===== src/rtl/prbs7_pkg.sv =====
// Shared PRBS7 (x^7 + x^6 + 1) constants, lane FSM state type and the
// per-bit mismatch function used by every checker lane.
package prbs7_pkg;

  localparam int unsigned PRBS7_ORDER = 7;
  localparam int unsigned PRBS7_TAP_A = 6;
  localparam int unsigned PRBS7_TAP_B = 7;
  localparam int unsigned PRBS7_MAX_W = 64;

  typedef enum logic {
    HUNT   = 1'b0,
    LOCKED = 1'b1
  } lane_state_e;

  // Bit j of the result is set when word bit j != (bit j-6) ^ (bit j-7),
  // looking back into hist (hist[0] oldest) for positions before the word.
  function automatic logic [PRBS7_MAX_W-1:0] prbs7_mismatch(
    input logic [PRBS7_ORDER-1:0] hist,
    input logic [PRBS7_MAX_W-1:0] word,
    input int unsigned            width
  );
    logic [PRBS7_MAX_W+PRBS7_ORDER-1:0] seq;
    logic [PRBS7_MAX_W-1:0]             mism;
    seq  = {word, hist};
    mism = '0;
    for (int unsigned j = 0; j < PRBS7_MAX_W; j++) begin
      if (j < width) begin
        mism[j] = seq[j + PRBS7_ORDER]
                ^ seq[j + PRBS7_ORDER - PRBS7_TAP_A]
                ^ seq[j + PRBS7_ORDER - PRBS7_TAP_B];
      end
    end
    return mism;
  endfunction

endpackage


===== src/rtl/prbs7_lane.sv =====
// One PRBS7 checker lane: optional bit reversal, self-synchronising check,
// HUNT/LOCKED state machine and a saturating bit-error counter.
module prbs7_lane
  import prbs7_pkg::*;
#(
  parameter int DATA_W     = 8,
  parameter int REVERSE    = 1,
  parameter int LOCK_CNT   = 16,
  parameter int UNLOCK_CNT = 4,
  parameter int CNT_W      = 16
) (
  input  logic              clk_i,
  input  logic              rst_i,
  input  logic              en_i,
  input  logic              clear_i,
  input  logic              valid_i,
  input  logic [DATA_W-1:0] data_i,
  output lane_state_e       state_o,
  output logic              err_o,
  output logic              err_nxt_o,
  output logic [CNT_W-1:0]  err_cnt_o
);

  localparam int MW    = $clog2(DATA_W + 1);
  localparam int RUN_W = $clog2(LOCK_CNT + 1);
  localparam int BAD_W = $clog2(UNLOCK_CNT + 1);
  localparam int SUM_W = ((CNT_W > MW) ? CNT_W : MW) + 1;
  localparam logic [CNT_W-1:0] CNT_MAX = '1;

  lane_state_e              r_state;
  logic [RUN_W-1:0]         r_run;
  logic [BAD_W-1:0]         r_bad;
  logic                     r_hist_vld;
  logic [PRBS7_ORDER-1:0]   r_hist;
  logic                     r_err;
  logic [CNT_W-1:0]         r_cnt;

  logic [DATA_W-1:0]        w_word;
  logic [PRBS7_MAX_W-1:0]   w_mism_vec;
  logic [MW-1:0]            w_mism;
  logic [MW-1:0]            w_eff;
  logic                     w_zero;
  logic                     w_errored;
  logic                     w_fire;
  logic                     w_check;
  logic                     w_clear;
  logic [CNT_W-1:0]         w_cnt_base;
  logic [SUM_W-1:0]         w_sum;
  logic [CNT_W-1:0]         w_cnt_sat;

  always_comb begin
    w_word = '0;
    for (int i = 0; i < DATA_W; i++) begin
      w_word[i] = (REVERSE != 0) ? data_i[DATA_W-1-i] : data_i[i];
    end
  end

  assign w_mism_vec = prbs7_mismatch(r_hist, PRBS7_MAX_W'(w_word), DATA_W);

  always_comb begin
    w_mism = '0;
    for (int j = 0; j < PRBS7_MAX_W; j++) begin
      w_mism = w_mism + MW'(w_mism_vec[j]);
    end
  end

  // A dead (all-zero) lane satisfies the XOR rule, so it is charged a full word.
  assign w_zero     = (w_word == '0);
  assign w_errored  = (w_mism != '0) || w_zero;
  assign w_eff      = w_zero ? MW'(DATA_W) : w_mism;
  assign w_fire     = en_i & valid_i;
  assign w_check    = w_fire & r_hist_vld;
  assign w_clear    = en_i & clear_i;
  assign w_cnt_base = w_clear ? '0 : r_cnt;
  assign w_sum      = SUM_W'(w_cnt_base) + SUM_W'(w_eff);
  assign w_cnt_sat  = (w_sum > SUM_W'(CNT_MAX)) ? CNT_MAX : w_sum[CNT_W-1:0];
  assign err_nxt_o  = w_check && (r_state == LOCKED) && w_errored;

  always_ff @(posedge clk_i) begin
    if (rst_i) begin
      r_state    <= HUNT;
      r_run      <= '0;
      r_bad      <= '0;
      r_hist_vld <= 1'b0;
      r_hist     <= '0;
      r_err      <= 1'b0;
      r_cnt      <= '0;
    end else begin
      r_err <= err_nxt_o;
      if (w_clear) r_cnt <= '0;
      if (w_fire) begin
        r_hist     <= w_word[DATA_W-1 -: PRBS7_ORDER];
        r_hist_vld <= 1'b1;
      end
      if (w_check) begin
        case (r_state)
          HUNT: begin
            if (w_errored) begin
              r_run <= '0;
            end else if (r_run == RUN_W'(LOCK_CNT - 1)) begin
              r_state <= LOCKED;
              r_run   <= '0;
            end else begin
              r_run <= r_run + 1'b1;
            end
          end
          LOCKED: begin
            r_cnt <= w_cnt_sat;
            if (w_errored) begin
              // Losing lock forces the next word to re-prime the history.
              if (r_bad == BAD_W'(UNLOCK_CNT - 1)) begin
                r_state    <= HUNT;
                r_bad      <= '0;
                r_hist_vld <= 1'b0;
              end else begin
                r_bad <= r_bad + 1'b1;
              end
            end else begin
              r_bad <= '0;
            end
          end
        endcase
      end
    end
  end

  assign state_o   = r_state;
  assign err_o     = r_err;
  assign err_cnt_o = r_cnt;

endmodule


===== config.mk =====
export PLATFORM = sky130hd
export DESIGN_NAME = prbs7_lane
export DESIGN_NICKNAME = d
export VERILOG_FILES = /design/src/rtl/prbs7_pkg.sv /design/src/rtl/prbs7_lane.sv
export SDC_FILE = /design/constraint.sdc
export NUM_CORES = 1
export LEC_CHECK = 0
export ABC_AREA = 1
export ABC_CLOCK_PERIOD_IN_PS = 5000
export CAP_MARGIN = 0
export CORE_MARGIN = 10
export CORE_UTILIZATION = 55
export CTS_CLUSTER_DIAMETER = 200
export CTS_CLUSTER_SIZE = 10
export DETAILED_ROUTE_END_ITERATION = 8
export DONT_BUFFER_PORTS = 1
export PLACE_DENSITY_LB_ADDON = 0.3
export SKIP_CTS_REPAIR_TIMING = 1
export SYNTH_ARGS = -nofsm -noshare
export SYNTH_HDL_FRONTEND = slang
export SYNTH_SLANG_ARGS = --single-unit

===== constraint.sdc =====
create_clock -name clk_i -period 5 [get_ports clk_i]
set_input_delay 0.25 -clock clk_i [delete_from_list [all_inputs] [get_ports clk_i]]
set_output_delay 0.25 -clock clk_i [all_outputs]
set_load 0.05 [all_outputs]

* Word-level counts from Yosys, hierarchy flattened
Cells that the tools add are included.
Storage, ports and cells: register bits after elaboration 34, output and inout bits 19, logic and storage cells 66
Cells by class: equality and inequality tests 2, reduce and logical (&&, ||, !) cells 7, add/sub/neg operators 10, order comparisons 1, mux-type cells 19, bitwise gates (word level) 20
Operator list (count):
- 16-bit two-way mux | 4
- 16-bit by 4-bit adder with 17-bit output | 1
- 17-bit by 16-bit greater-than comparator with 1-bit output (second input constant) | 1
- 4-bit by 1-bit adder with 4-bit output | 4
- 1-bit XOR | 16
- 5-bit two-way mux | 2
- 1-bit two-way mux | 9
- 8-bit zero test | 1
- 3-bit two-way mux | 2
- 5-bit by 1-bit adder with 5-bit output (second input constant) | 1
- 5-bit by 4-bit == test with 1-bit output (second input constant) | 1
- 3-bit by 1-bit adder with 4-bit output | 1
- 4-bit two-way mux | 1
- 2-bit AND reduction | 2
- 4-bit nonzero test | 1
- 2-bit by 1-bit adder with 3-bit output | 1
- 3-bit by 1-bit adder with 3-bit output (second input constant) | 1
- 1-bit bitwise AND | 3
- 3-bit by 2-bit == test with 1-bit output (second input constant) | 1
- 1-bit by 1-bit adder with 2-bit output | 1
- 1-bit logical AND | 2
- 1-bit case mux with 2 select lines | 1
- 1-bit logical OR | 1
- 1-bit inverter | 1

* Longest topological paths before layout
Gate-level depths: netlist (run 1).
word-level depth 15, depth in mapped cells 23, depth with buffers taken out 23

* Worst setup path before layout (run 1)
Ideal clock, no wire load.
path type reg-to-reg, start register r_hist[1], end register r_cnt[11], in the netlist err_cnt_o[11], cell stages (with the launch flop) 22, data required time 4.891 ns, data arrival time 4.094 ns, setup slack 0.797 ns, clock period less this slack 4.203 ns, cells stage by stage dfxtp_1 > xnor2_1 > xor2_1 > fa_1 > inv_1 > fa_1 > inv_1 > fa_1 > inv_1 > ha_1 > inv_1 > fa_1 > nor2_1 > fa_1 > nand3_1 > nand2_1 > nand3b_1 > nor2_2 > nand3_4 > nand3_1 > nand2_1 > inv_1
Between the ends: word-level cells in the longest chain between the ends 15, elaborated cells on any way between the ends 16, those cells by class 8 x add/sub; 1 x order compare; 4 x mux; 3 x bitwise
Ends and longest elaborated chain:
- from (decl) | RTL line prbs7_lane.sv:34 | logic [PRBS7_ORDER-1:0] r_hist;
- from (signal assigned) | RTL line prbs7_lane.sv:92 | r_hist <= w_word[DATA_W-1 -: PRBS7_ORDER];
- 1-bit XOR | RTL line prbs7_pkg.sv:29 | ^ seq[j + PRBS7_ORDER - PRBS7_TAP_A]
- 1-bit XOR | RTL line prbs7_pkg.sv:30 | ^ seq[j + PRBS7_ORDER - PRBS7_TAP_B];
- 1-bit by 1-bit adder with 2-bit output (*) | RTL line prbs7_lane.sv:63 | w_mism = w_mism + MW'(w_mism_vec[j]);
- 2-bit by 1-bit adder with 3-bit output (*) | RTL line prbs7_lane.sv:63
- 3-bit by 1-bit adder with 4-bit output (*) | RTL line prbs7_lane.sv:63
- 4-bit by 1-bit adder with 4-bit output (*) (4 in a row) | RTL line prbs7_lane.sv:63
- 4-bit two-way mux (*) | RTL line prbs7_lane.sv:70 | assign w_eff = w_zero ? MW'(DATA_W) : w_mism;
- 16-bit by 4-bit adder with 17-bit output (*) | RTL line prbs7_lane.sv:75 | assign w_sum = SUM_W'(w_cnt_base) + SUM_W'(w_eff);
- 17-bit by 16-bit greater-than comparator with 1-bit output | RTL line prbs7_lane.sv:76 | assign w_cnt_sat = (w_sum > SUM_W'(CNT_MAX)) ? CNT_MAX : w_sum[CNT_W-1:0];
- 16-bit two-way mux (*) | RTL line prbs7_lane.sv:76
- 16-bit two-way mux (*) | RTL line prbs7_lane.sv:96 | case (r_state)
- 16-bit two-way mux (*) | RTL line prbs7_lane.sv:95 | if (w_check) begin
- to (signal assigned) | RTL line prbs7_lane.sv:108 | r_cnt <= w_cnt_sat;
- to (decl) | RTL line prbs7_lane.sv:36 | logic [CNT_W-1:0] r_cnt;
Mark *: on every way between the ends. The rest lies on a longest branch, timed or not. A chain may end at the register's enable or synchronous reset.

* Worst setup path in the final report (run 1)
start register r_hist[1], end register r_cnt[0], in the netlist err_cnt_o[0]
Same word-level chain as after synthesis.

==> results of run 1 <==
logic make-up (layout without fill, tap and decap cells):
family                     after synthesis  after routing  synth area share, %
AOI/OAI and AO/OA                       44             44                 9.96
xor gates and xnor gates                23             23                 8.76
adders and majority gates               14             14                 9.25
buffers and inverters                   62             65                 11.1
DFF                                     34             34                 29.6
and+or+nand+nor                        148            148                 31.3
stage by stage:
stage / utilization [%] / setup slack [ns] / area, um^2 / power, mW / std cells
2_1_floorplan: - / 0.797 / 2300 / 0.542 / 325
3_3_place_gp: 57.7 / 0.582 / 2320 / 0.584 / 370
3_5_place_dp: 57.7 / 0.425 / 2320 / 0.598 / 370
4_1_cts: 60.4 / 0.427 / 2430 / 0.848 / 378
5_1_grt: 60.4 / 0.127 / 2430 / 0.906 / 378
6_report: 60.4 / 0.449 / 2430 / 0.840 / 378
report_power, final:
group	switching, mW	internal (mW)	leakage [nW]
sequential	0.00449	0.276	0.275
combinational	0.191	0.120	0.714
clock	0.102	0.147	0.0579
cell type report:
| cell class | instances | area share (%) |
|---|---|---|
| Multi-Input combinational cell | 229 | 56.0 |
| Sequential cell | 34 | 28.0 |
| Inverter | 56 | 8.64 |
| Clock buffer | 5 | 2.83 |
| Tap cell | 50 | 2.57 |
| Clock inverter | 3 | 1.65 |
| Timing Repair Buffer | 1 | 0.308 |
how the worst max path moves through the flow:
stage	from	endpoint	depth (start not counted)
after floorplan	r_hist[1]$_SDFFE_PP0P_	err_cnt_o[11]$_SDFF_PP0_	21
after global placement	r_hist[1]$_SDFFE_PP0P_	err_cnt_o[0]$_SDFF_PP0_	21
after detailed placement	r_hist[1]$_SDFFE_PP0P_	err_cnt_o[0]$_SDFF_PP0_	21
after CTS	r_hist[1]$_SDFFE_PP0P_	err_cnt_o[13]$_SDFF_PP0_	21
after global routing	r_hist[1]$_SDFFE_PP0P_	err_cnt_o[13]$_SDFF_PP0_	21
final	r_hist[1]$_SDFFE_PP0P_	err_cnt_o[0]$_SDFF_PP0_	21
cell usage in the layout, fill, tap and decap left out, types with 2 or more instances in the layout:
master	n
a21oi_1	23
nand2_4	2
xnor2_1	11
nor2_1	44
o21ai_0	15
nand2_2	2
clkbuf_8	5
nand3_1	19
nand2_1	54
dfxtp_1	34
ha_1	9
nor2_4	3
nand3_2	3
nor2_2	7
fa_1	5
o21ai_1	2
clkinv_2	2
xor2_1	12
nand3_4	2
nand4_1	8
inv_1	55
sequential cells by signal, indices dropped and copies added, names as in the netlist:
| signal | count |
|---|---|
| err_cnt_o | 16 |
| r_hist | 7 |
| r_run | 5 |
| r_bad | 3 |
| err_o | 1 |
| r_hist_vld | 1 |
| state_o | 1 |
worst reg2reg max path, stage by stage (launching register included):
cell	delay, ns
dfxtp_1	0.34
xnor2_1	0.14
xor2_1	0.16
fa_1	0.54
inv_1	0.05
fa_1	0.53
inv_1	0.05
fa_1	0.47
inv_1	0.07
ha_1	0.17
inv_1	0.06
fa_1	0.49
nor2_1	0.08
fa_1	0.47
nand3_1	0.10
nand2_1	0.13
nand3_2	0.10
nor2_2	0.05
nand3_1	0.09
nand2_1	0.11
o21ai_1	0.19
inv_1	0.05
routing by layer:
metal	share of wire, %	vias up	track usage (%)
met1	46	888	16.8
met5	0	-	0
met2	45	41	21.8
li1	-	1030	-
met3	7.7	5	5.89
met4	1.0	0	3.89
==> summary.md, run 1 <==
| Metric | Value |
|---|---|
| Outcome | `finished clean` |
| Final GP Congestion | `0.849` |
| Post-synthesis sequential area ratio | `29.6%` |
| Post-synth EDFFs | `0` |
| Worst Setup End Kind | `register` |
| Core area | `4030 um^2` |
| Multi-input logic area | `1360 um^2` |
| Ports | `32` |
| IO Port Bufs | `0` |
| Initial antenna violation count | `0` |
| Final period util | `91.0%` |
| Worst Hold Class | `in -> reg` |
| CP max stage cell | `fa_1` |
| Crit-path max cell delay | `0.54 ns` |
| Max clock buf depth | `2` |
| Via count | `1964` |
| Top-count cell post-synth | `inv_1` |
| GRT Overall Usage | `13.9%` |
| Reg area | `681 um^2` |
| P&R area growth vs syn | `5.82%` |
| Cts bufs inserted | `5` |
| CTS H-tree lvls | `2` |
| Final Max Slew Viols | `0` |
| Startpoint types | `register` |
| Mapped Nets | `352` |
| CP cell instances | `xnor2_1 > xor2_1 > fa_1 > inv_1 > fa_1 > inv_1 > fa_1 > inv_1 > ha_1 > inv_1 > fa_1 > nor2_1 > fa_1 > nand3_1 > nand2_1 > nand3_2 > nor2_2 > nand3_1 > nand2_1 > o21ai_1 > inv_1` |
| Crit path required time | `5.18 ns` |
| Yosys warns | `0` |
| Fin Clk Skew | `0.00565 ns` |
| Worst hold-check slack | `0.0208 ns` |
| DRC | `0` |
| PwrDens | `345 nW/um^2` |
| Antenna diodes | `0` |
| Synthesized area | `2300 um^2` |
| Synth cell types | `33` |
| Post-Syn Area per Cell | `7.08 um^2` |
| Drt initial violations | `98` |
| Reg2reg start | `r_hist[1]$_SDFFE_PP0P_` |
| First-pass GRT wire length | `8420 um` |
| Peak VDD IR | `0.000228 V` |
| P_leak | `1.05 nW` |
| Buf/Inv on CP | `5` |
| Syn Inst Count | `325` |
| Vias in the first global route | `1843` |
| Largest net degree at the start of global routing | `19` |
| Flops & latches, synth | `34` |
| Nets | `354` |
| Layout cells sized above 1 | `8.84%` |
| Reg2reg end | `err_cnt_o[0]$_SDFF_PP0_` |
| Fraction of registers with async set/reset | `0%` |
| Rel. slew slack | `56.6%` |
| Max-cap violations | `0` |
| Clk_lat worst skew | `0.29 ns` |
| Clk pin slew, worst setup/hold paths | `0.07 ns` |
| Area leader, netlist | `dfxtp_1` |
| Synth area leaders | `dfxtp_1 (30%), inv_1 (9.0%), nand2_1 (8.8%)` |
| Total Die Area | `7170 um^2` |
| Fmax | `220 MHz` |
| Worst-Margin Slew | `0.650 ns` |
| Initial core utilization | `57.1%` |
| Data arrival, critical path | `4.73 ns` |
| Min Tclk post-route | `4.55 ns` |
| Post-route ant nets | `0` |
| Die X | `84.7 um` |
| Top cell family by delay on the critical path | `adder cells` |
| Reg2Reg Depth | `21` |
| Hold depth | `1` |
| RSZ-0062 raised after global routing | `no` |
| CTS tree | `yes` |
| Clk root buf | `clkbuf_8` |
| Crit Path Class | `reg -> reg` |
| Most common library cells after synthesis | `inv_1 (55), nand2_1 (54), nor2_1 (44), dfxtp_1 (34), a21oi_1 (23)` |
| # clock sinks | `34` |
| Yosys top cell area share | `29.6%` |
| Final global-route overflow total | `0` |
| Die Y | `84.7 um` |
| Filler instances | `373` |
| Setup TNS | `0 ns` |
| Final setup vio count | `0` |
| Hold_sp | `rst_i` |
| DR WL/cell | `13.1 um` |
| Final hold violation count | `0` |
| Via/cell ratio | `5.20` |
| Total routed wirelength | `4970 um` |
| Drt pass-1 iters | `4` |
| Most common flop cell mapped by yosys | `dfxtp_1` |
| Top fanout value on the critical path | `4` |
| Hold Path Sink | `r_run[1]$_SDFFE_PP0P_` |
| Rows | `23` |
| Reg2reg setup slack | `0.45 ns` |
| HPWL Detailed | `3820 um` |
No activity file was read; power rests on OpenSTA's default activity.
==> inputs of run 2 (changes only) <==
Settings changed: ABC_CLOCK_PERIOD_IN_PS 5000 to 5200.
Clock period 5 ns to 5.2 ns, I/O delays scaled along.
==> summary.md, run 2 (synthesis results as in run 1) <==
| Metric | Value |
|---|---|
| Drt initial violations | `118 (+20%)` |
| IO Port Bufs | `0 (unchanged)` |
| Cts bufs inserted | `5 (unchanged)` |
| Data arrival, critical path | `4.71 ns (-0.02 ns)` |
| Via/cell ratio | `5.21 (+0.27%)` |
| Final GP Congestion | `0.846 (-0.33%)` |
| Final global-route overflow total | `0 (unchanged)` |
| Final hold violation count | `0 (unchanged)` |
| Via count | `1964 (unchanged)` |
| Worst Hold Class | `in -> reg` |
| Total routed wirelength | `4900 um (-1.2%)` |
| Max clock buf depth | `2 (unchanged)` |
| Worst-Margin Slew | `0.658 ns (+0.00851 ns)` |
| Die Y | `84.7 um (unchanged)` |
| Startpoint types | `register` |
| Filler instances | `366 (-1.9%)` |
| Sequential power share | `33.2% (about the same)` |
| Min Tclk post-route | `4.53 ns (-0.0226 ns)` |
| Buf/Inv on CP | `5 (unchanged)` |
| Net Sw Power | `0.289 mW (-3.1%)` |
| PwrDens | `334 nW/um^2 (-3.3%)` |
| Post-route insts no fill | `377 (-0.26%)` |
| Commonest non-fill, non-tap cells in the layout | `inv_1 (55), nand2_1 (54), nor2_1 (44), dfxtp_1 (34), a21oi_1 (23)` |
| Antenna diodes | `0 (unchanged)` |
| Peak VDD IR | `0.000222 V (-2.7%)` |
| Sw frac | `35.7% (+0.20 points)` |
| Rows | `23 (unchanged)` |
| Total Die Area | `7170 um^2 (unchanged)` |
| Fin Clk Skew | `0.00513 ns (-0.000525 ns)` |
| Hold_sp | `rst_i` |
| RSZ-0062 raised after global routing | `no` |
| Crit path required time | `5.39 ns (+0.21 ns)` |
| CP cell instances | `xnor2_1 > xor2_1 > fa_1 > inv_1 > fa_1 > inv_1 > fa_1 > inv_1 > ha_1 > inv_1 > fa_1 > nor2_1 > fa_1 > nand3_1 > nand2_1 > nand3_2 > nor2_2 > nand3_1 > nand2_1 > o21ai_1 > inv_1` |
| Placed Cells | `369 (-0.27%)` |
| Placed inst area | `2320 um^2 (-0.32%)` |
| Drt pass-1 iters | `4 (unchanged)` |
| Final setup vio count | `0 (unchanged)` |
| Core area | `4030 um^2 (unchanged)` |
| Reg area | `681 um^2 (unchanged)` |
| P_leak | `1.04 nW (-0.52%)` |
| Final Max Slew Viols | `0 (unchanged)` |
| Final period util | `87.1% (-3.9 points)` |
| Top cell family by delay on the critical path | `adder cells` |
| Vias in the first global route | `1882 (+2.1%)` |
| Clk root buf | `clkbuf_8` |
| Dpl ws | `0.639 ns (+0.213 ns)` |
| Die X | `84.7 um (unchanged)` |
| Most common cell after layout, fill and taps aside | `inv_1` |
| Total Power | `0.810 mW (-3.6%)` |
| Internal | `0.521 mW (-3.9%)` |
| P&R area growth vs syn | `5.50%` |
| CP max stage cell | `fa_1` |
| Crit. Startpoint | `r_hist[1]$_SDFFE_PP0P_` |
| Largest net degree at the start of global routing | `19 (unchanged)` |
| Fin util | `60.2% (-0.19 points)` |
| Max-cap violations | `0 (unchanged)` |
| Slack of the critical path | `0.671 ns (+0.223 ns)` |
| DRC | `0 (unchanged)` |
| Clock share of power | `30.0% (+0.4 points)` |
| Ports | `32 (unchanged)` |
| Outcome | `finished clean` |
| Setup TNS | `0 ns (unchanged)` |
| Worst Setup End Kind | `register` |
| DR WL/cell | `13.0 um (-0.97%)` |
| # clock sinks | `34 (unchanged)` |
| Post-route ant nets | `0 (unchanged)` |
| Multi-input logic area | `1360 um^2 (unchanged)` |
| Layout cells sized above 1 | `8.56% (-0.28 points)` |
| GRT Overall Usage | `14.4% (+0.52 points)` |
| CTS H-tree lvls | `2 (unchanged)` |
| Combinational Power Share | `36.8% (-0.2 points)` |
| Crit Path Class | `reg -> reg` |
| Fin area | `2430 um^2 (-0.31%)` |
| Number of flip-flops in the largest register | `16 (unchanged)` |
| Top fanout value on the critical path | `4 (unchanged)` |
| Crit-path max cell delay | `0.54 ns (about the same)` |
| HPWL Detailed | `3810 um (-0.39%)` |
| Worst hold-check slack | `0.0302 ns (+0.00934 ns)` |
| Rel. slew slack | `56.1% (-0.57 points)` |
| CTS tree | `yes` |
| Clk_lat worst skew | `0.29 ns (about the same)` |
| First-pass GRT wire length | `8690 um (+3.1%)` |
| Initial antenna violation count | `0 (unchanged)` |
| Reg2reg start | `r_hist[1]$_SDFFE_PP0P_` |
| Fmax | `221 MHz (+0.50%)` |
| Initial core utilization | `57.1% (unchanged)` |
| Clk pin slew, worst setup/hold paths | `0.07 ns (about the same)` |
| Nets | `353 (-0.28%)` |
[run 2: routing by layer]
layer | vias up | global-route usage [%] | wire [um]
met4 | 0 | 4.34 | 66
li1 | 1024 | - | -
met1 | 886 | 17.8 | 2200
met5 | - | 0 | 0
met2 | 46 | 22.4 | 2240
met3 | 8 | 5.60 | 397
[run 2: area by class of cell]
type	count	share of cell area, %
multi-input combinational	229	56.2
sequential	34	28.1
inverter	56	8.66
clock buffer	5	2.84
tap	50	2.58
clock inverter	3	1.65
[run 2: path summary, 6_finish.rpt]
kind,end,slack (ns),cells past startpoint
min,r_run[1]$_SDFFE_PP0P_,0.03,1
max reg2reg,err_cnt_o[0]$_SDFF_PP0_,0.67,21
min reg2reg,r_bad[2]$_SDFFE_PP0P_,0.45,2
max,err_cnt_o[0]$_SDFF_PP0_,0.67,21
[run 2: power groups by stage]
stage / registers (mW) / clock network, mW / logic [mW]
3_5_place_dp: 0.275 / 0 / 0.298
4_1_cts: 0.269 / 0.246 / 0.299
2_1_floorplan: 0.275 / 0 / 0.247
6_report: 0.269 / 0.243 / 0.298
3_3_place_gp: 0.275 / 0 / 0.286
5_1_grt: 0.270 / 0.259 / 0.348
